**config.mk**
```make
export PLATFORM = sky130hd
export DESIGN_NAME = multicycle_controller
export DESIGN_NICKNAME = d
export VERILOG_FILES = /design/src/rtl/ctrl_pkg.sv /design/src/rtl/ctrl_decode.sv /design/src/rtl/multicycle_controller.sv
export SDC_FILE = /design/constraint.sdc
export NUM_CORES = 1
export LEC_CHECK = 0
export BUFFER_PORTS_ARGS = -buffer_cell sky130_fd_sc_hd__buf_4
export CAP_MARGIN = 10
export CORE_ASPECT_RATIO = 0.8
export CORE_MARGIN = 3
export CORE_UTILIZATION = 54
export CTS_CLUSTER_DIAMETER = 120
export DETAILED_ROUTE_END_ITERATION = 8
export GPL_TIMING_DRIVEN = 0
export MAX_ROUTING_LAYER = met4
export PLACE_DENSITY_LB_ADDON = 0.3
export SYNTH_ARGS = -nofsm -noshare
export SYNTH_HDL_FRONTEND = slang
export SYNTH_HIERARCHICAL = 1
export SYNTH_SLANG_ARGS = --single-unit
```
**constraint.sdc**
```tcl
create_clock -name clk -period 4.6 [get_ports clk]
set_clock_uncertainty 0.2 [all_clocks]
set_input_delay 0.92 -clock clk [delete_from_list [all_inputs] [get_ports clk]]
set_output_delay 0.92 -clock clk [all_outputs]
set_load 0.01 [all_outputs]
```
**src/rtl/ctrl_pkg.sv**
```systemverilog
`default_nettype none
// ============================================================================
//  Module      : ctrl_pkg
//  Description : Shared definitions for the multicycle controller: opcode
//                constants, FSM state and instruction-class enums, output
//                encodings (aluop, memtoreg, pc_src, cause) and the per-state
//                output decode used to load the registered control outputs.
//                The class CLS_BR is only produced when BRANCH_EN is defined.
//  Ports       : none (package)
//  Revision    : 1.0 - initial release
// ============================================================================
package ctrl_pkg;

    // Opcode field values
    localparam logic [6:0] c_OP_R    = 7'b0110011;
    localparam logic [6:0] c_OP_I    = 7'b0010011;
    localparam logic [6:0] c_OP_LW   = 7'b0000011;
    localparam logic [6:0] c_OP_SW   = 7'b0100011;
    localparam logic [6:0] c_OP_JALR = 7'b1100111;
    localparam logic [6:0] c_OP_BR   = 7'b1100011;

    // aluop encodings
    localparam logic [1:0] c_ALU_ADD = 2'b00;
    localparam logic [1:0] c_ALU_BR  = 2'b01;
    localparam logic [1:0] c_ALU_R   = 2'b10;
    localparam logic [1:0] c_ALU_I   = 2'b11;

    // memtoreg encodings
    localparam logic [1:0] c_WB_ALU  = 2'b00;
    localparam logic [1:0] c_WB_MEM  = 2'b01;
    localparam logic [1:0] c_WB_PC4  = 2'b10;

    // pc_src encodings
    localparam logic [1:0] c_PC_PLUS4 = 2'b00;
    localparam logic [1:0] c_PC_BR    = 2'b01;
    localparam logic [1:0] c_PC_ALU   = 2'b10;

    // trap cause encodings
    localparam logic [1:0] c_CAUSE_NONE = 2'b00;
    localparam logic [1:0] c_CAUSE_ILL  = 2'b01;
    localparam logic [1:0] c_CAUSE_TMO  = 2'b10;

    typedef enum logic [2:0] {
        ST_IDLE   = 3'd0,
        ST_FETCH  = 3'd1,
        ST_DECODE = 3'd2,
        ST_EXEC   = 3'd3,
        ST_MEM    = 3'd4,
        ST_WB     = 3'd5,
        ST_TRAP   = 3'd6
    } state_t;

    typedef enum logic [2:0] {
        CLS_R    = 3'd0,
        CLS_I    = 3'd1,
        CLS_LW   = 3'd2,
        CLS_SW   = 3'd3,
        CLS_JALR = 3'd4,
        CLS_BR   = 3'd5,
        CLS_ILL  = 3'd6
    } cls_t;

    // Registered control word. The fetch/pc_wr_* bits are enables that the top
    // level qualifies with mem_ready or zero in the cycle they apply.
    typedef struct packed {
        logic       mem_req;
        logic       mem_we;
        logic       fetch;
        logic       pc_wr_jalr;
        logic       pc_wr_br;
        logic [1:0] pc_src;
        logic [1:0] memtoreg;
        logic [1:0] aluop;
        logic       alusrc;
        logic       regwr;
    } ctrl_out_t;

    // Control word for a state given the latched instruction class.
    function automatic ctrl_out_t state_outputs(input state_t st, input cls_t cls);
        ctrl_out_t o;
        o = '0;
        case (st)
            ST_FETCH: begin
                o.mem_req = 1'b1;
                o.fetch   = 1'b1;
                o.pc_src  = c_PC_PLUS4;
            end
            ST_EXEC: begin
                case (cls)
                    CLS_R: begin
                        o.aluop = c_ALU_R;
                    end
                    CLS_I: begin
                        o.aluop  = c_ALU_I;
                        o.alusrc = 1'b1;
                    end
                    CLS_LW, CLS_SW: begin
                        o.aluop  = c_ALU_ADD;
                        o.alusrc = 1'b1;
                    end
                    CLS_JALR: begin
                        o.aluop      = c_ALU_ADD;
                        o.alusrc     = 1'b1;
                        o.pc_wr_jalr = 1'b1;
                        o.pc_src     = c_PC_ALU;
                    end
                    CLS_BR: begin
                        o.aluop    = c_ALU_BR;
                        o.pc_wr_br = 1'b1;
                        o.pc_src   = c_PC_BR;
                    end
                    default: ;
                endcase
            end
            ST_MEM: begin
                o.mem_req = 1'b1;
                o.mem_we  = (cls == CLS_SW);
            end
            ST_WB: begin
                o.regwr = 1'b1;
                if (cls == CLS_LW) begin
                    o.memtoreg = c_WB_MEM;
                end else if (cls == CLS_JALR) begin
                    o.memtoreg = c_WB_PC4;
                end else begin
                    o.memtoreg = c_WB_ALU;
                end
            end
            default: ;
        endcase
        return o;
    endfunction

endpackage
`default_nettype wire

```
**src/rtl/ctrl_decode.sv**
```systemverilog
`default_nettype none
// ============================================================================
//  Module      : ctrl_decode
//  Description : Combinational opcode classifier. Maps the 7-bit opcode to an
//                instruction class and a legality flag. The branch opcode is
//                recognised only when BRANCH_EN is defined; otherwise it is
//                reported as illegal.
//  Ports       : i_opcode [6:0] - opcode field
//                o_cls          - decoded instruction class
//                o_legal        - 1 when the opcode is supported
//  Revision    : 1.0 - initial release
// ============================================================================
module ctrl_decode
    import ctrl_pkg::*;
(
    input  logic [6:0] i_opcode,
    output cls_t       o_cls,
    output logic       o_legal
);

    always_comb begin
        o_cls = CLS_ILL;
        case (i_opcode)
            c_OP_R:    o_cls = CLS_R;
            c_OP_I:    o_cls = CLS_I;
            c_OP_LW:   o_cls = CLS_LW;
            c_OP_SW:   o_cls = CLS_SW;
            c_OP_JALR: o_cls = CLS_JALR;
`ifdef BRANCH_EN
            c_OP_BR:   o_cls = CLS_BR;
`endif
            default:   o_cls = CLS_ILL;
        endcase
    end

    assign o_legal = (o_cls != CLS_ILL);

endmodule
`default_nettype wire

```
**src/rtl/multicycle_controller.sv**
```systemverilog
`default_nettype none
// ============================================================================
//  Module      : multicycle_controller
//  Description : Multicycle CPU control FSM (IDLE/FETCH/DECODE/EXEC/MEM/WB/
//                TRAP) with a memory wait-timeout and a sticky trap flag.
//                Define BRANCH_EN to support the conditional branch opcode;
//                without it that opcode traps as illegal.
//  Parameters  : WAIT_MAX - cycles a memory request may wait (0 = no timeout)
//                ALUOP_W  - width of aluop
//  Ports       : clk, rst_n (async, active-low)
//                opcode[6:0], mem_ready, zero           - inputs
//                mem_req, mem_we, ir_wr, pc_wr          - strobes
//                pc_src[1:0], memtoreg[1:0], aluop      - selects
//                alusrc, regwr                          - datapath controls
//                trap, cause[1:0]                       - fault status
//  Revision    : 1.0 - initial release
// ============================================================================
module multicycle_controller
    import ctrl_pkg::*;
#(
    parameter int WAIT_MAX = 15,
    parameter int ALUOP_W  = 2
) (
    input  logic               clk,
    input  logic               rst_n,
    input  logic [6:0]         opcode,
    input  logic               mem_ready,
    input  logic               zero,
    output logic               mem_req,
    output logic               mem_we,
    output logic               ir_wr,
    output logic               pc_wr,
    output logic [1:0]         pc_src,
    output logic [1:0]         memtoreg,
    output logic [ALUOP_W-1:0] aluop,
    output logic               alusrc,
    output logic               regwr,
    output logic               trap,
    output logic [1:0]         cause
);

    localparam int c_WAIT_W = (WAIT_MAX < 2) ? 1 : $clog2(WAIT_MAX + 1);
    localparam logic [c_WAIT_W-1:0] c_WAIT_LAST = c_WAIT_W'(WAIT_MAX - 1);

    state_t              r_state;
    state_t              w_next;
    cls_t                r_cls;
    cls_t                w_cls_next;
    cls_t                w_dec_cls;
    logic                w_dec_legal;
    logic [c_WAIT_W-1:0] r_wait;
    logic                w_wait_last;
    logic                w_mem_phase;
    ctrl_out_t           r_out;
    logic                r_trap;
    logic [1:0]          r_cause;
    logic [1:0]          w_cause_next;

    ctrl_decode u_decode (
        .i_opcode (opcode),
        .o_cls    (w_dec_cls),
        .o_legal  (w_dec_legal)
    );

    assign w_mem_phase = (r_state == ST_FETCH) || (r_state == ST_MEM);
    // The cycle whose miss would bring the counter to WAIT_MAX; a ready in
    // this same cycle still completes the request.
    assign w_wait_last = (WAIT_MAX != 0) && (r_wait == c_WAIT_LAST);
    assign w_cls_next  = (r_state == ST_DECODE) ? w_dec_cls : r_cls;

    always_comb begin
        w_next       = r_state;
        w_cause_next = r_cause;
        case (r_state)
            ST_IDLE: w_next = ST_FETCH;
            ST_FETCH: begin
                if (mem_ready) begin
                    w_next = ST_DECODE;
                end else if (w_wait_last) begin
                    w_next       = ST_TRAP;
                    w_cause_next = c_CAUSE_TMO;
                end
            end
            ST_DECODE: begin
                if (!w_dec_legal) begin
                    w_next       = ST_TRAP;
                    w_cause_next = c_CAUSE_ILL;
                end else begin
                    w_next = ST_EXEC;
                end
            end
            ST_EXEC: begin
                case (r_cls)
                    CLS_R, CLS_I, CLS_JALR: w_next = ST_WB;
                    CLS_LW, CLS_SW:         w_next = ST_MEM;
                    CLS_BR:                 w_next = ST_FETCH;
                    default: begin
                        w_next       = ST_TRAP;
                        w_cause_next = c_CAUSE_ILL;
                    end
                endcase
            end
            ST_MEM: begin
                if (mem_ready) begin
                    w_next = (r_cls == CLS_LW) ? ST_WB : ST_FETCH;
                end else if (w_wait_last) begin
                    w_next       = ST_TRAP;
                    w_cause_next = c_CAUSE_TMO;
                end
            end
            ST_WB:   w_next = ST_FETCH;
            ST_TRAP: w_next = ST_TRAP;
            default: w_next = ST_IDLE;
        endcase
    end

    // Control outputs are loaded with the word of the state being entered,
    // so they are glitch-free registers that clear asynchronously on reset.
    always_ff @(posedge clk or negedge rst_n) begin
        if (!rst_n) begin
            r_state <= ST_IDLE;
            r_cls   <= CLS_R;
            r_wait  <= '0;
            r_out   <= '0;
            r_trap  <= 1'b0;
            r_cause <= c_CAUSE_NONE;
        end else begin
            r_state <= w_next;
            r_cls   <= w_cls_next;
            r_out   <= state_outputs(w_next, w_cls_next);
            r_trap  <= (w_next == ST_TRAP);
            r_cause <= w_cause_next;
            if ((w_next != r_state) && ((w_next == ST_FETCH) || (w_next == ST_MEM))) begin
                r_wait <= '0;
            end else if (w_mem_phase && !mem_ready) begin
                r_wait <= r_wait + c_WAIT_W'(1);
            end
        end
    end

    assign mem_req  = r_out.mem_req;
    assign mem_we   = r_out.mem_we;
    assign ir_wr    = r_out.fetch & mem_ready;
    assign pc_wr    = (r_out.fetch & mem_ready) | r_out.pc_wr_jalr | (r_out.pc_wr_br & zero);
    assign pc_src   = r_out.pc_src;
    assign memtoreg = r_out.memtoreg;
    assign aluop    = ALUOP_W'(r_out.aluop);
    assign alusrc   = r_out.alusrc;
    assign regwr    = r_out.regwr;
    assign trap     = r_trap;
    assign cause    = r_cause;

endmodule
`default_nettype wire

```
==> reports/results.tsv <==
stage	metric	value	unit
pwr	power_frac_seq	0.341	
hold_path	min_path_type	in2async	
clock_tree	cts_tree	built	
place	io_buffers	25	
synth	synth_cells	146	
grt	grt_pass1_vias	1121	
worst_setup_path	r2r-start	r_wait[0]$_DFFE_PN0P_	
synth	synth_top_cell_area_share	0.429	
worst_setup_path	worstPathMaxFanout	8	
worst_setup_path	crit_family	buffers and inverters	
floorplanning	boundaryPins	26	
clock_tree	hold_buffers	0	
grt	grt_pass1_wl	5.38	mm
clock_tree	cts_resized	0	
sta	hold_viol	0	
place	pre_cts_ws	1550	ps
synth	avgSynthCellArea	10.4	um^2
sta	timing.final.crit_share	0.597	
synth	netlist_area	1520	um^2
final_layout	fin_nets	189	
clock_tree	clock_latency	330	ps
clock_tree	cts_htree_levels	1	
grt	antenna_found_initial	0	
final_layout	instances_no_fill	211	
pwr	ir_drop	0.000409	V
worst_setup_path	cp_common_cell	buf_4	
pwr	p_leak	0.870	nW
floorplanning	die_h	53.4	um
sta	slew_headroom	0.435	
worst_setup_path	reg2reg_slack	2410	ps
clock_tree	clk_pin_slew	140	ps
drt	wl_per_cell	15.0	um
sta	min_period	2750	ps
worst_setup_path	rr_endpoint	r_wait[1]$_DFFE_PN0P_	
synth	ys_types	48	
drt	drc	0	
worst_setup_path	worstPathRequired	3480	ps
place	gp_routability_congestion	0.998	
final_layout	syn_to_final_growth	17.8	%
final_layout	drive_above_1_share	0.303	
synth	ys_seq_area_frac	0.429	
clock_tree	cts_made_buffers	3	
drt	via_per_inst	5.69	
worst_setup_path	end_kind	primary output	
sta	rsz0062_at_grt	false	
final_layout	fillers	192	
pwr	p_sw_frac	0.431	
pwr	internal-power	0.000557	W
grt	grt_max_degree	27	
worst_setup_path	critPathMaxStageDelay	270	ps
pwr	p_sw	0.000422	W
final_layout	layout_commonest_cell	buf_4	
synth	synth_seq_cells	26	
worst_setup_path	reg2reg_depth	7	
final_layout	mostFrequentLayoutCells	buf_4, dfrtp_1, nor2_1	
clock_tree	clock_sink_count	26	
clock_tree	clock-root-buffer	clkbuf_4	
worst_setup_path	crit_slowest_cell	a211o_1	
floorplanning	dieArea	3480	um^2
final_layout	antennaDiodeCount	0	
drt	wirelength	3.16	mm
worst_setup_path	arrival	1630	ps
grt	gr-total-overflow	0	
worst_setup_path	crit_chain	buf_4 > and2_1 > a211o_1 > buf_4	
pwr	p_comb_frac	0.541	
floorplanning	core	2560	um^2
grt	grt_use_total	0.213	
worst_setup_path	crit_buf_inv	2	
synth	synthTopCellsByArea	dfrtp_1, buf_4, nor2_1, a21oi_1, nor3_1	
drt	initialDrtViolationCount	84	
floorplanning	num_rows	16	
sta	fin_tns_setup	0	ps
sta	setup-violations-final	0	
sta	worst_pin_slew	840	ps
place	hpwl	2.48	mm
synth	syn_nets	159	
floorplanning	dieWidth	65.2	um
place	dp.cells	207	
drt	vias	1201	
pwr	powerDensity	549	nW/um^2
worst_setup_path	cp-start-kind	input port	
synth	ys_warn_count	6	
drt	ant_nets	0	
synth	synth_area_leader_cell	dfrtp_1	
sta	drv_slew	0	
drt	drt-pass1-iter-count	4	
floorplanning	start_util	0.591	
run_status	status	finished clean	
clock_tree	post_cts_buffers	0	
clock_tree	clk_path_buf_depth	2	
pwr	pwr-share-clk	0.118	
sta	max_freq	364	MHz
worst_setup_path	path_class	in2out	
flow_run	cap_violations	0	
sta	setup_slack	1850	ps
[per-layer routing]
layer / wire length [um] / GRT usage
met2: 1480 / 0.331
met3: 254 / 0.0594
met4: 23 / 0.0379
met1: 1390 / 0.282
met5: 0 / -
[metrics by stage]
step,utilization,hold WS [ps],total power (W),cell area (um^2)
after global routing,0.696,274,0.00105,1780
after floorplan,-,337,0.000720,1520
after detailed placement,0.682,372,0.000862,1750
after CTS,0.696,280,0.000975,1780
final,0.696,258,0.000979,1780
after global placement,0.682,353,0.000834,1750
[power by group through the flow]
stage               clock network (W)  registers, W  logic, W
global placement                    0      0.000331  0.000503
CTS                          0.000116      0.000333  0.000526
floorplan                           0      0.000331  0.000390
global route                 0.000126      0.000342  0.000580
finish                       0.000116      0.000334  0.000529
detailed placement                  0      0.000337  0.000525
[area by class of cell]
class	instances	area, um^2	area share
inverter	10	37.5	0.0210
multi-input combinational	101	752	0.421
sequential	26	651	0.365
clock buffer	4	36.3	0.0203
buffer	9	75.1	0.0421
tap	36	45.0	0.0252
timing repair buffer	25	188	0.105
[sequential cells by signal, summed over array words and instances (netlist names), 2 cells and up]
register and cells:
cause 2, r_cls 3, memtoreg 2, r_wait 4, pc_src 2, r_state 3
aluop 2, r_out 3
[worst max path at each step]
stage | from | to | slack [ps] | cells past startpoint
floorplan | opcode[4] | r_wait[1]$_DFFE_PN0P_ | 1880 | 7
global placement | opcode[4] | r_wait[1]$_DFFE_PN0P_ | 1600 | 8
detailed placement | opcode[4] | r_wait[1]$_DFFE_PN0P_ | 1550 | 8
CTS | mem_ready | pc_wr | 1850 | 4
global route | opcode[4] | r_wait[1]$_DFFE_PN0P_ | 1770 | 8
finish | mem_ready | pc_wr | 1850 | 4
[cells in the mapped netlist (all sizes together)]
cell type,count
a221o,1
o211ai,1
o211a,1
nor2,14
and3,3
nand2,5
a21bo,1
a211o,1
a22oi,1
mux2,2
a2111oi,1
nand2b,3
o21ba,1
a221oi,1
a21o,1
and2,2
nor4,3
nor4bb,1
or3,1
buf,9
nor3,10
dfrtp,26
nand3,4
ha,2
mux2i,4
a22o,1
o21bai,1
nor4b,2
nand3b,1
nor2b,1
o21ai,4
o21a,1
inv,10
and4,1
and4b,1
or3b,2
nor3b,3
a31oi,1
o221ai,2
a21oi,9
and2b,2
xnor2,5
[cell families after synthesis]
kind of cell               count (synthesis)  share of synthesized area
DFF                                       26                      0.429
AOI/OAI and AO/OA                         29                      0.168
and+or+nand+nor                           59                      0.242
xor gates and xnor gates                   5                     0.0289
adders and majority gates                  2                     0.0165
muxes                                      6                     0.0413
buffers and inverters                     19                     0.0743
(Power assumes the default switching activity.)
